**config.mk**
```make
export PLATFORM = sky130hd
export DESIGN_NAME = branch_flags_unit_flat
export DESIGN_NICKNAME = d
export VERILOG_FILES = /design/src/rtl/simplerisc_pkg.sv /design/src/rtl/branch_flags_unit_if.sv /design/src/rtl/branch_target_calc.sv /design/src/rtl/branch_flags_unit.sv /design/src/flat_wrapper.sv
export SDC_FILE = /design/constraint.sdc
export NUM_CORES = 1
export LEC_CHECK = 0
export ABC_AREA = 1
export BUFFER_PORTS_ARGS = -buffer_cell sky130_fd_sc_hd__buf_2
export CORE_UTILIZATION = 59
export DETAILED_ROUTE_END_ITERATION = 12
export GPL_TIMING_DRIVEN = 0
export HOLD_SLACK_MARGIN = 0.15
export PLACE_DENSITY = 0.87
export SLEW_MARGIN = 20
export SYNTH_ARGS = -nofsm -noshare
export SYNTH_HDL_FRONTEND = slang
export SYNTH_SLANG_ARGS = --single-unit
```
**constraint.sdc**
```tcl
create_clock -name clk -period 3.1 [get_ports clk]
set_input_delay 0.465 -clock clk [delete_from_list [all_inputs] [get_ports clk]]
set_output_delay 0.465 -clock clk [all_outputs]
set_load 0.01 [all_outputs]
```
**src/rtl/simplerisc_pkg.sv**
```systemverilog
// Shared SimpleRISC execute-stage types: datapath widths, flush FSM states, branch kinds.
package simplerisc_pkg;

    localparam int unsigned PC_W   = 32;
    localparam int unsigned OFF_W  = 27;
    localparam logic [3:0]  RA_IDX = 4'd15;

    typedef enum logic {
        RUN   = 1'b0,
        FLUSH = 1'b1
    } flush_state_e;

    typedef enum logic [2:0] {
        BR_NONE = 3'd0,
        BR_B    = 3'd1,
        BR_BEQ  = 3'd2,
        BR_BGT  = 3'd3,
        BR_CALL = 3'd4,
        BR_RET  = 3'd5
    } br_kind_e;

    // Collapse possibly-overlapping decode bits: ret > call > b > bgt > beq.
    function automatic br_kind_e decode_branch(
        input logic is_b,
        input logic is_beq,
        input logic is_bgt,
        input logic is_call,
        input logic is_ret
    );
        br_kind_e kind;
        kind = BR_NONE;
        if (is_ret)       kind = BR_RET;
        else if (is_call) kind = BR_CALL;
        else if (is_b)    kind = BR_B;
        else if (is_bgt)  kind = BR_BGT;
        else if (is_beq)  kind = BR_BEQ;
        return kind;
    endfunction

endpackage

```
**src/rtl/branch_flags_unit_if.sv**
```systemverilog
// Execute-stage bundle between the pipeline (master) and branch_flags_unit (slave).
interface branch_flags_unit_if;
    import simplerisc_pkg::*;

    logic             stall;
    logic             ex_valid;
    logic [PC_W-1:0]  ex_pc;
    logic             is_cmp;
    logic             gt_in;
    logic             eq_in;
    logic             is_b;
    logic             is_beq;
    logic             is_bgt;
    logic             is_call;
    logic             is_ret;
    logic [OFF_W-1:0] offset;
    logic [PC_W-1:0]  op1;

    logic [PC_W-1:0]  pc;
    logic             flag_gt;
    logic             flag_eq;
    logic             branch_taken;
    logic [PC_W-1:0]  branch_pc;
    logic             ra_wr_en;
    logic [PC_W-1:0]  ra_wr_data;
    logic             flush;

    modport master (
        output stall, ex_valid, ex_pc, is_cmp, gt_in, eq_in,
               is_b, is_beq, is_bgt, is_call, is_ret, offset, op1,
        input  pc, flag_gt, flag_eq, branch_taken, branch_pc,
               ra_wr_en, ra_wr_data, flush
    );

    modport slave (
        input  stall, ex_valid, ex_pc, is_cmp, gt_in, eq_in,
               is_b, is_beq, is_bgt, is_call, is_ret, offset, op1,
        output pc, flag_gt, flag_eq, branch_taken, branch_pc,
               ra_wr_en, ra_wr_data, flush
    );

endinterface

```
**src/rtl/branch_target_calc.sv**
```systemverilog
// Redirect target: op1 for ret, otherwise ex_pc plus the sign-extended word offset.
module branch_target_calc
    import simplerisc_pkg::*;
(
    input  logic [PC_W-1:0]  ex_pc,
    input  logic [OFF_W-1:0] offset,
    input  logic [PC_W-1:0]  op1,
    input  logic             is_ret,
    output logic [PC_W-1:0]  target_c
);

    logic [PC_W-1:0] off_ext_c;
    logic [PC_W-1:0] rel_target_c;

    always_comb begin
        off_ext_c    = PC_W'($signed(offset));
        rel_target_c = ex_pc + (off_ext_c << 2);
        target_c     = is_ret ? op1 : rel_target_c;
    end

endmodule

```
**src/rtl/branch_flags_unit.sv**
```systemverilog
// Flags register, branch resolution, fetch PC and counted post-redirect flush.
module branch_flags_unit
    import simplerisc_pkg::*;
#(
    parameter logic [PC_W-1:0] RESET_PC     = '0,
    parameter int unsigned     FLUSH_CYCLES = 2
)
(
    input logic               clk,
    input logic               reset,
    branch_flags_unit_if.slave bus
);

    localparam int unsigned     CNT_W      = 3;
    localparam logic [CNT_W-1:0] FLUSH_LOAD = CNT_W'(FLUSH_CYCLES);

    flush_state_e     state_q, state_d;
    logic [CNT_W-1:0] cnt_q, cnt_d;
    logic [PC_W-1:0]  pc_q, pc_d;
    logic [PC_W-1:0]  branch_pc_q, branch_pc_d;
    logic [PC_W-1:0]  ra_wr_data_q, ra_wr_data_d;
    logic             flag_gt_q, flag_gt_d;
    logic             flag_eq_q, flag_eq_d;
    logic             branch_taken_q, branch_taken_d;
    logic             ra_wr_en_q, ra_wr_en_d;
    logic             flush_q, flush_d;

    logic             eff_c;
    logic             taken_c;
    logic             is_ret_c;
    br_kind_e         kind_c;
    logic [PC_W-1:0]  target_c;

    // Branches see only the registered flags; a same-cycle cmp is not forwarded.
    always_comb begin
        eff_c    = bus.ex_valid & ~bus.stall & (state_q == RUN);
        kind_c   = decode_branch(bus.is_b, bus.is_beq, bus.is_bgt, bus.is_call, bus.is_ret);
        is_ret_c = (kind_c == BR_RET);
        taken_c  = 1'b0;
        case (kind_c)
            BR_B, BR_CALL, BR_RET: taken_c = eff_c;
            BR_BEQ:                taken_c = eff_c & flag_eq_q;
            BR_BGT:                taken_c = eff_c & flag_gt_q;
            default:               taken_c = 1'b0;
        endcase
    end

    branch_target_calc u_target (
        .ex_pc    (bus.ex_pc),
        .offset   (bus.offset),
        .op1      (bus.op1),
        .is_ret   (is_ret_c),
        .target_c (target_c)
    );

    // Next state; stall freezes everything except the one-shot pulses, which drop.
    always_comb begin
        state_d        = state_q;
        cnt_d          = cnt_q;
        pc_d           = pc_q;
        branch_pc_d    = branch_pc_q;
        ra_wr_data_d   = ra_wr_data_q;
        flag_gt_d      = flag_gt_q;
        flag_eq_d      = flag_eq_q;
        flush_d        = flush_q;
        branch_taken_d = 1'b0;
        ra_wr_en_d     = 1'b0;

        if (!bus.stall) begin
            if (eff_c && bus.is_cmp) begin
                flag_gt_d = bus.gt_in;
                flag_eq_d = bus.eq_in;
            end

            if (taken_c) begin
                pc_d           = target_c;
                branch_taken_d = 1'b1;
                branch_pc_d    = target_c;
                state_d        = FLUSH;
                cnt_d          = FLUSH_LOAD;
                if (kind_c == BR_CALL) begin
                    ra_wr_en_d   = 1'b1;
                    ra_wr_data_d = bus.ex_pc + PC_W'(4);
                end
            end else begin
                pc_d = pc_q + PC_W'(4);
                if ((state_q == FLUSH) && (cnt_q != '0)) begin
                    cnt_d = cnt_q - CNT_W'(1);
                    if (cnt_q == CNT_W'(1)) begin
                        state_d = RUN;
                    end
                end
            end

            flush_d = (cnt_d != '0);
        end
    end

    always_ff @(posedge clk or negedge reset) begin
        if (!reset) begin
            state_q        <= RUN;
            cnt_q          <= '0;
            pc_q           <= RESET_PC;
            branch_pc_q    <= '0;
            ra_wr_data_q   <= '0;
            flag_gt_q      <= 1'b0;
            flag_eq_q      <= 1'b0;
            branch_taken_q <= 1'b0;
            ra_wr_en_q     <= 1'b0;
            flush_q        <= 1'b0;
        end else begin
            state_q        <= state_d;
            cnt_q          <= cnt_d;
            pc_q           <= pc_d;
            branch_pc_q    <= branch_pc_d;
            ra_wr_data_q   <= ra_wr_data_d;
            flag_gt_q      <= flag_gt_d;
            flag_eq_q      <= flag_eq_d;
            branch_taken_q <= branch_taken_d;
            ra_wr_en_q     <= ra_wr_en_d;
            flush_q        <= flush_d;
        end
    end

    assign bus.pc           = pc_q;
    assign bus.flag_gt      = flag_gt_q;
    assign bus.flag_eq      = flag_eq_q;
    assign bus.branch_taken = branch_taken_q;
    assign bus.branch_pc    = branch_pc_q;
    assign bus.ra_wr_en     = ra_wr_en_q;
    assign bus.ra_wr_data   = ra_wr_data_q;
    assign bus.flush        = flush_q;

endmodule

```
**src/flat_wrapper.sv**
```systemverilog
// flat-port wrapper written by rule: the top's interface ports become plain ports
module branch_flags_unit_flat import simplerisc_pkg::*;
#(
    parameter logic [PC_W-1:0] RESET_PC     = '0,
    parameter int unsigned     FLUSH_CYCLES = 2
)
  (clk, reset, bus_stall, bus_ex_valid, bus_ex_pc, bus_is_cmp, bus_gt_in, bus_eq_in, bus_is_b, bus_is_beq, bus_is_bgt, bus_is_call, bus_is_ret, bus_offset, bus_op1, bus_pc, bus_flag_gt, bus_flag_eq, bus_branch_taken, bus_branch_pc, bus_ra_wr_en, bus_ra_wr_data, bus_flush);
  branch_flags_unit_if bus_i ();
  input logic clk;
  input logic reset;
  input wire logic [$bits(bus_i.stall)-1:0] bus_stall;
  input wire logic [$bits(bus_i.ex_valid)-1:0] bus_ex_valid;
  input wire logic [$bits(bus_i.ex_pc)-1:0] bus_ex_pc;
  input wire logic [$bits(bus_i.is_cmp)-1:0] bus_is_cmp;
  input wire logic [$bits(bus_i.gt_in)-1:0] bus_gt_in;
  input wire logic [$bits(bus_i.eq_in)-1:0] bus_eq_in;
  input wire logic [$bits(bus_i.is_b)-1:0] bus_is_b;
  input wire logic [$bits(bus_i.is_beq)-1:0] bus_is_beq;
  input wire logic [$bits(bus_i.is_bgt)-1:0] bus_is_bgt;
  input wire logic [$bits(bus_i.is_call)-1:0] bus_is_call;
  input wire logic [$bits(bus_i.is_ret)-1:0] bus_is_ret;
  input wire logic [$bits(bus_i.offset)-1:0] bus_offset;
  input wire logic [$bits(bus_i.op1)-1:0] bus_op1;
  output wire logic [$bits(bus_i.pc)-1:0] bus_pc;
  output wire logic [$bits(bus_i.flag_gt)-1:0] bus_flag_gt;
  output wire logic [$bits(bus_i.flag_eq)-1:0] bus_flag_eq;
  output wire logic [$bits(bus_i.branch_taken)-1:0] bus_branch_taken;
  output wire logic [$bits(bus_i.branch_pc)-1:0] bus_branch_pc;
  output wire logic [$bits(bus_i.ra_wr_en)-1:0] bus_ra_wr_en;
  output wire logic [$bits(bus_i.ra_wr_data)-1:0] bus_ra_wr_data;
  output wire logic [$bits(bus_i.flush)-1:0] bus_flush;
  assign bus_i.stall = bus_stall;
  assign bus_i.ex_valid = bus_ex_valid;
  assign bus_i.ex_pc = bus_ex_pc;
  assign bus_i.is_cmp = bus_is_cmp;
  assign bus_i.gt_in = bus_gt_in;
  assign bus_i.eq_in = bus_eq_in;
  assign bus_i.is_b = bus_is_b;
  assign bus_i.is_beq = bus_is_beq;
  assign bus_i.is_bgt = bus_is_bgt;
  assign bus_i.is_call = bus_is_call;
  assign bus_i.is_ret = bus_is_ret;
  assign bus_i.offset = bus_offset;
  assign bus_i.op1 = bus_op1;
  assign bus_pc = bus_i.pc;
  assign bus_flag_gt = bus_i.flag_gt;
  assign bus_flag_eq = bus_i.flag_eq;
  assign bus_branch_taken = bus_i.branch_taken;
  assign bus_branch_pc = bus_i.branch_pc;
  assign bus_ra_wr_en = bus_i.ra_wr_en;
  assign bus_ra_wr_data = bus_i.ra_wr_data;
  assign bus_flush = bus_i.flush;
  branch_flags_unit #(.RESET_PC(RESET_PC), .FLUSH_CYCLES(FLUSH_CYCLES)) u_core (.clk(clk), .reset(reset), .bus(bus_i));
endmodule
```
Yosys cells after proc, flatten, opt, wreduce, memory -nomap -nowiden
Index checks and enable logic that the tools add are counted.
Operators by class
  $add $sub $neg: 4
  equality and inequality tests: 6
  mux-type cells: 19
  bitwise logic cells: 6
  reductions and logical operators: 11
Operators with widths (count)
  $add A32 B3 Y32 const B: 2
  $mux W32: 2
  $add A32 B32 Y32: 1
  $mux W3: 7
  $mux W1: 8
  $eq A3 B1 Y1 const B: 2
  $eq A3 B2 Y1 const B: 2
  $eq A3 B3 Y1 const B: 2
  $reduce_and A3 Y1: 2
  $reduce_bool A3 Y1: 2
  $and A1 B1 Y1: 4
  $reduce_and A2 Y1: 2
  $reduce_bool A2 Y1: 2
  $pmux W1 S3: 1
  $reduce_or A3 Y1: 1
  $sub A3 B1 Y3 const B: 1
  $logic_and A1 B1 Y1: 2
  $mux W2: 1
  $not A1 Y1: 2
Storage, ports and cells
  flip-flop bits (word level): 105
  input bits: 103
  output and inout bits: 101
  logic and storage cells: 56

Depth between registers and ports, before layout
  word-level depth: 11
  gate-level depth with buffers: 15
  depth with buffers taken out: 15

Cells and area by module
Synthesis repeated with hierarchy kept, for this count alone.
Unflattened totals
  cells, all modules: 1425
  area, all modules: 8643.3 um^2
By module, submodules not included
  branch_flags_unit: instances 1, cells an instance 888, area each 6043.3 um^2
  branch_target_calc: instances 1, cells an instance 537, area each 2600.0 um^2

Worst setup path after synthesis
Ideal clock, no wire load.
  path kind: input to register
  from: input bus_offset[0]
  to: register u_core.pc_q[16] (netlist: u_core.bus.pc[16])
  setup time: 0.117 ns
  arrival time: 2.118 ns
  path slack: 0.864 ns
  stages: 12
  buffers on the path: 0
  cells stage by stage: ha_1 > fa_1 > nand3_1 > nand3_1 > a21oi_1 > nor2_1 > nor2_1 > nor2_1 > o21ai_0 > nand2_1 > nand2_1 > nand2_1
Between the ends
  cells in the longest elaborated chain, start to end: 3
RTL lines
  start, declared: line flat_wrapper.sv:22  | input wire logic [$bits(bus_i.offset)-1:0] bus_offset;
  $add A32 B32 Y32: line branch_target_calc.sv:17  | rel_target_c = ex_pc + (off_ext_c << 2);
  $mux W32: line branch_target_calc.sv:18  | target_c = is_ret ? op1 : rel_target_c;
  $mux W32: line branch_flags_unit.sv:75  | if (taken_c) begin
  end signal, assigned: line branch_flags_unit.sv:114  | pc_q <= pc_d;
  end, declared: line branch_flags_unit.sv:19  | logic [PC_W-1:0] pc_q, pc_d;
No other way between the ends.
A chain may end at the register's enable or synchronous reset.

Worst setup path after layout
  from: input bus_ex_pc[2]
  to: register u_core.pc_q[16] (netlist: u_core.bus.pc[16])
Between the ends
  cells in the longest elaborated chain, start to end: 3
RTL lines
  start, declared: line flat_wrapper.sv:13  | input wire logic [$bits(bus_i.ex_pc)-1:0] bus_ex_pc;
  $add A32 B32 Y32: line branch_target_calc.sv:17
  $mux W32: line branch_target_calc.sv:18
  $mux W32: line branch_flags_unit.sv:75
No other way between the ends.

==> insert_results.sql <==
INSERT INTO impl_metrics (metric_group, metric, value, unit) VALUES
('logic_synthesis', 'synth-compound-area-share', '0.0897', ''),
('clocking', 'cts_num_sinks', '105', ''),
('clocking', 'tritoncts', 'built', ''),
('job', 'max_cap_violations', '0', ''),
('logic_synthesis', 'synthXorXnorAreaFrac', '0.0623', ''),
('grt', 'grt_remaining_overflow', '0', ''),
('place', 'portbufs', '203', ''),
('timing', 'whs', '324', 'ps'),
('timing', 'worst_slew_pin_slew', '627', 'ps'),
('place', 'dp_worst_setup_slack', '414', 'ps'),
('clocking', 'cts.htree.levels', '3', ''),
('logic_synthesis', 'synth.yosys.seq_area_share', '0.334', ''),
('die', 'initial_core_util', '0.613', ''),
('die', 'fp.dieArea', '13800', 'um^2'),
('logic_synthesis', 'syn-num-nets', '1342', ''),
('timing', 'finalSetupViolations', '0', ''),
('route', 'route.detailed.drc', '0', ''),
('setup_path', 'crit_slowest_cell', 'sky130_fd_sc_hd__fa_1', ''),
('clocking', 'cts.path.max_buffers', '2', ''),
('grt', 'grt_pass1_vias', '8444', ''),
('route', 'route.final.wire_length', '25.7', 'mm'),
('timing', 'max_clock_freq', '417', 'MHz'),
('place', 'gp_routability_congestion', '0.999', ''),
('logic_synthesis', 'proportion_of_netlist_area_held_by_the_largest_area_contributor', '0.334', ''),
('hold_path', 'min_path_type', 'input port to flip-flop', ''),
('route', 'drtPass1Iterations', '5', ''),
('setup_path', 'nature_of_the_critical_path_endpoint', 'flip-flop', ''),
('power', 'fin_total_pwr', '6.64', 'mW'),
('finish', 'final_core_util', '0.736', ''),
('timing', 'timing.clock.skew', '8.44', 'ps'),
('grt', 'number_of_antenna_violations_at_the_first_check_in_global_routing', '1', ''),
('setup_path', 'cpLargestDelayFamily', 'simple AND/OR/NAND/NOR gates', ''),
('logic_synthesis', 'post_synth_arst_share', '1.00', ''),
('timing', 'finalWorstSetupSlack', '701', 'ps'),
('logic_synthesis', 'syn-instance-count', '1204', ''),
('logic_synthesis', 'yosys.area.top_type', 'sky130_fd_sc_hd__dfrtp_1', ''),
('timing', 'layout_min_cycle_time', '2400', 'ps'),
('setup_path', 'path_max_fanout', '4', ''),
('die', 'placementRows', '41', ''),
('logic_synthesis', 'synth_mux_area_frac', '0.00286', ''),
('finish', 'area_growth_from_synthesis_to_final_layout', '19.9', '%'),
('clocking', 'clock_insertion_delay_worst_skew', '360', 'ps'),
('timing', 'relSlewSlack', '0.582', ''),
('route', 'drtAntennaViolNets', '0', ''),
('logic_synthesis', 'synth-edff-count', '0', ''),
('logic_synthesis', 'dominantRegCellSynth', 'sky130_fd_sc_hd__dfrtp_1', ''),
('timing', 'final-hold-violation-count', '0', ''),
('grt', 'grt_first_pass_wirelength', '41.4', 'mm'),
('setup_path', 'cp_slowest_stage_delay', '430', 'ps'),
('route', 'wire_per_inst', '16.1', 'um'),
('route', 'drt-vias-per-instance', '5.50', ''),
('clocking', 'cts_made_buffers', '9', ''),
('setup_path', 'cp_data_required_time', '3350', 'ps'),
('setup_path', 'critPathBufInv', '1', ''),
('grt', 'grt_util_all_layers', '0.380', ''),
('logic_synthesis', 'synth_simple_gate_area_frac', '0.383', ''),
('timing', 'fin_setup_tns', '0', 'ps'),
('die', 'chipHeight', '117', 'um'),
('route', 'detail_route.iter0.violations', '682', ''),
('setup_path', 'timing.setup.critical_path_class', 'input port to flip-flop', ''),
('die', 'chipWidth', '117', 'um'),
('logic_synthesis', 'synth.ff_latch_count', '105', ''),
('logic_synthesis', 'yosys.cell_count.top_type', 'sky130_fd_sc_hd__nand2_1', ''),
('outcome', 'outcome', 'finished, final reports clean', ''),
('setup_path', 'worst-r2r-setup-slack', '1110', 'ps'),
('timing', 'timing.final.max_slew_violations', '0', ''),
('finish', 'nNetsFinal', '1558', ''),
('logic_synthesis', 'synthesis.yosys.warnings', '0', ''),
('die', 'ioPinCount', '204', ''),
('power', 'power.density_cell_area', '704', 'nW/um^2'),
('clocking', 'worst_setup_hold_path_clk_slew', '80', 'ps');
-- timing repair --
action                                 CTS  global route
setup buffers                            0             0
hold buffers                             1             0
endpoints found under the hold margin   52             0
gates resized for setup                  0             0
-- kinds of logic (layout without fill, tap and decap cells) --
group | after synthesis | after routing
buffers and inverters | 147 | 368
flip-flops | 105 | 105
XOR/XNOR | 56 | 56
other | 0 | 1
AO/OA/AOI/OAI | 129 | 129
AND/OR/NAND/NOR | 730 | 730
adder cells (fa/ha/maj) | 35 | 35
multiplexers | 2 | 2
-- tightest hold or removal path, cell delays in order --
cell and delay, ps:
sky130_fd_sc_hd__buf_2 90, sky130_fd_sc_hd__nand2_1 50, sky130_fd_sc_hd__nand2_1 50
-- per-stage QoR --
| stage | cell area, um^2 | std cells |
|---|---|---|
| 4_1_cts | 9430 | 1597 |
| 2_1_floorplan | 7870 | 1204 |
| 5_1_grt | 9440 | 1598 |
| 3_3_place_gp | 9100 | 1579 |
| 3_5_place_dp | 9130 | 1580 |
| 6_report | 9440 | 1598 |
-- final timing paths --
| path | start | depth (start not counted) | to |
|---|---|---|---|
| setup / recovery | bus_ex_pc[2] | 13 | u_core.bus.pc[16]$_DFFE_PN0N_ |
| min in group asynchronous | reset | 2 | u_core.cnt_q[0]$_DFFE_PN0N_ |
| hold reg to reg | u_core.bus.branch_pc[11]$_DFFE_PN0P_ | 2 | u_core.bus.branch_pc[11]$_DFFE_PN0P_ |
| setup reg to reg | u_core.bus.flag_eq$_DFFE_PN0P_ | 7 | u_core.bus.ra_wr_data[5]$_DFFE_PN0P_ |
| hold / removal | bus_ex_pc[1] | 3 | u_core.bus.ra_wr_data[1]$_DFFE_PN0P_ |
| max in group asynchronous | reset | 3 | u_core.bus.pc[19]$_DFFE_PN0N_ |
-- report_power, final --
part           switching [mW]  total [mW]  internal, mW
logic                    1.82        2.99          1.17
registers               0.526        2.51          1.99
clock network           0.578        1.14         0.566
-- state kept, by name (all words and copies together), names as in the netlist --
register	flops
u_core.bus.pc	32
u_core.bus.branch_pc	32
u_core.bus.ra_wr_en	1
u_core.bus.flag_eq	1
u_core.bus.flag_gt	1
u_core.cnt_q	3
u_core.bus.branch_taken	1
u_core.bus.ra_wr_data	32
u_core.bus.flush	1
u_core.state_q	1
-- placed cells by master, fill, tap and decap left out, types with 5 or more instances in the layout --
cell type / n
sky130_fd_sc_hd__a21oi_1: 64
sky130_fd_sc_hd__xnor2_1: 24
sky130_fd_sc_hd__a31oi_1: 7
sky130_fd_sc_hd__a22oi_1: 5
sky130_fd_sc_hd__nand2_1: 445
sky130_fd_sc_hd__o21bai_1: 5
sky130_fd_sc_hd__nor2_1: 156
sky130_fd_sc_hd__buf_2: 211
sky130_fd_sc_hd__clkbuf_1: 18
sky130_fd_sc_hd__nand3_1: 62
sky130_fd_sc_hd__nor3_1: 18
sky130_fd_sc_hd__xor2_1: 32
sky130_fd_sc_hd__nor2_2: 5
sky130_fd_sc_hd__nand4_1: 14
sky130_fd_sc_hd__inv_1: 114
sky130_fd_sc_hd__o211ai_1: 5
sky130_fd_sc_hd__clkbuf_16: 9
sky130_fd_sc_hd__ha_1: 34
sky130_fd_sc_hd__dfrtp_1: 105
sky130_fd_sc_hd__o21ai_0: 37
-- layout make-up --
class	instances	area (um^2)
well taps	172	215
plain buffers	29	120
multi-input cells	952	4680
fillers	1105	3390
repair buffers	205	1060
diodes	1	2.50
clock buffers	10	229
inverters	118	443
clock inverters	6	62.6
flip-flops and latches	105	2630
-- routing by layer --
layer,wire length [um],vias up,global-route usage
met3,1910,72,0.0640
met1,10500,4039,0.475
met4,1180,0,0.196
met2,12100,423,0.634
met5,0,-,0
li1,-,4260,-
No activity file was read; power rests on OpenSTA's default activity.
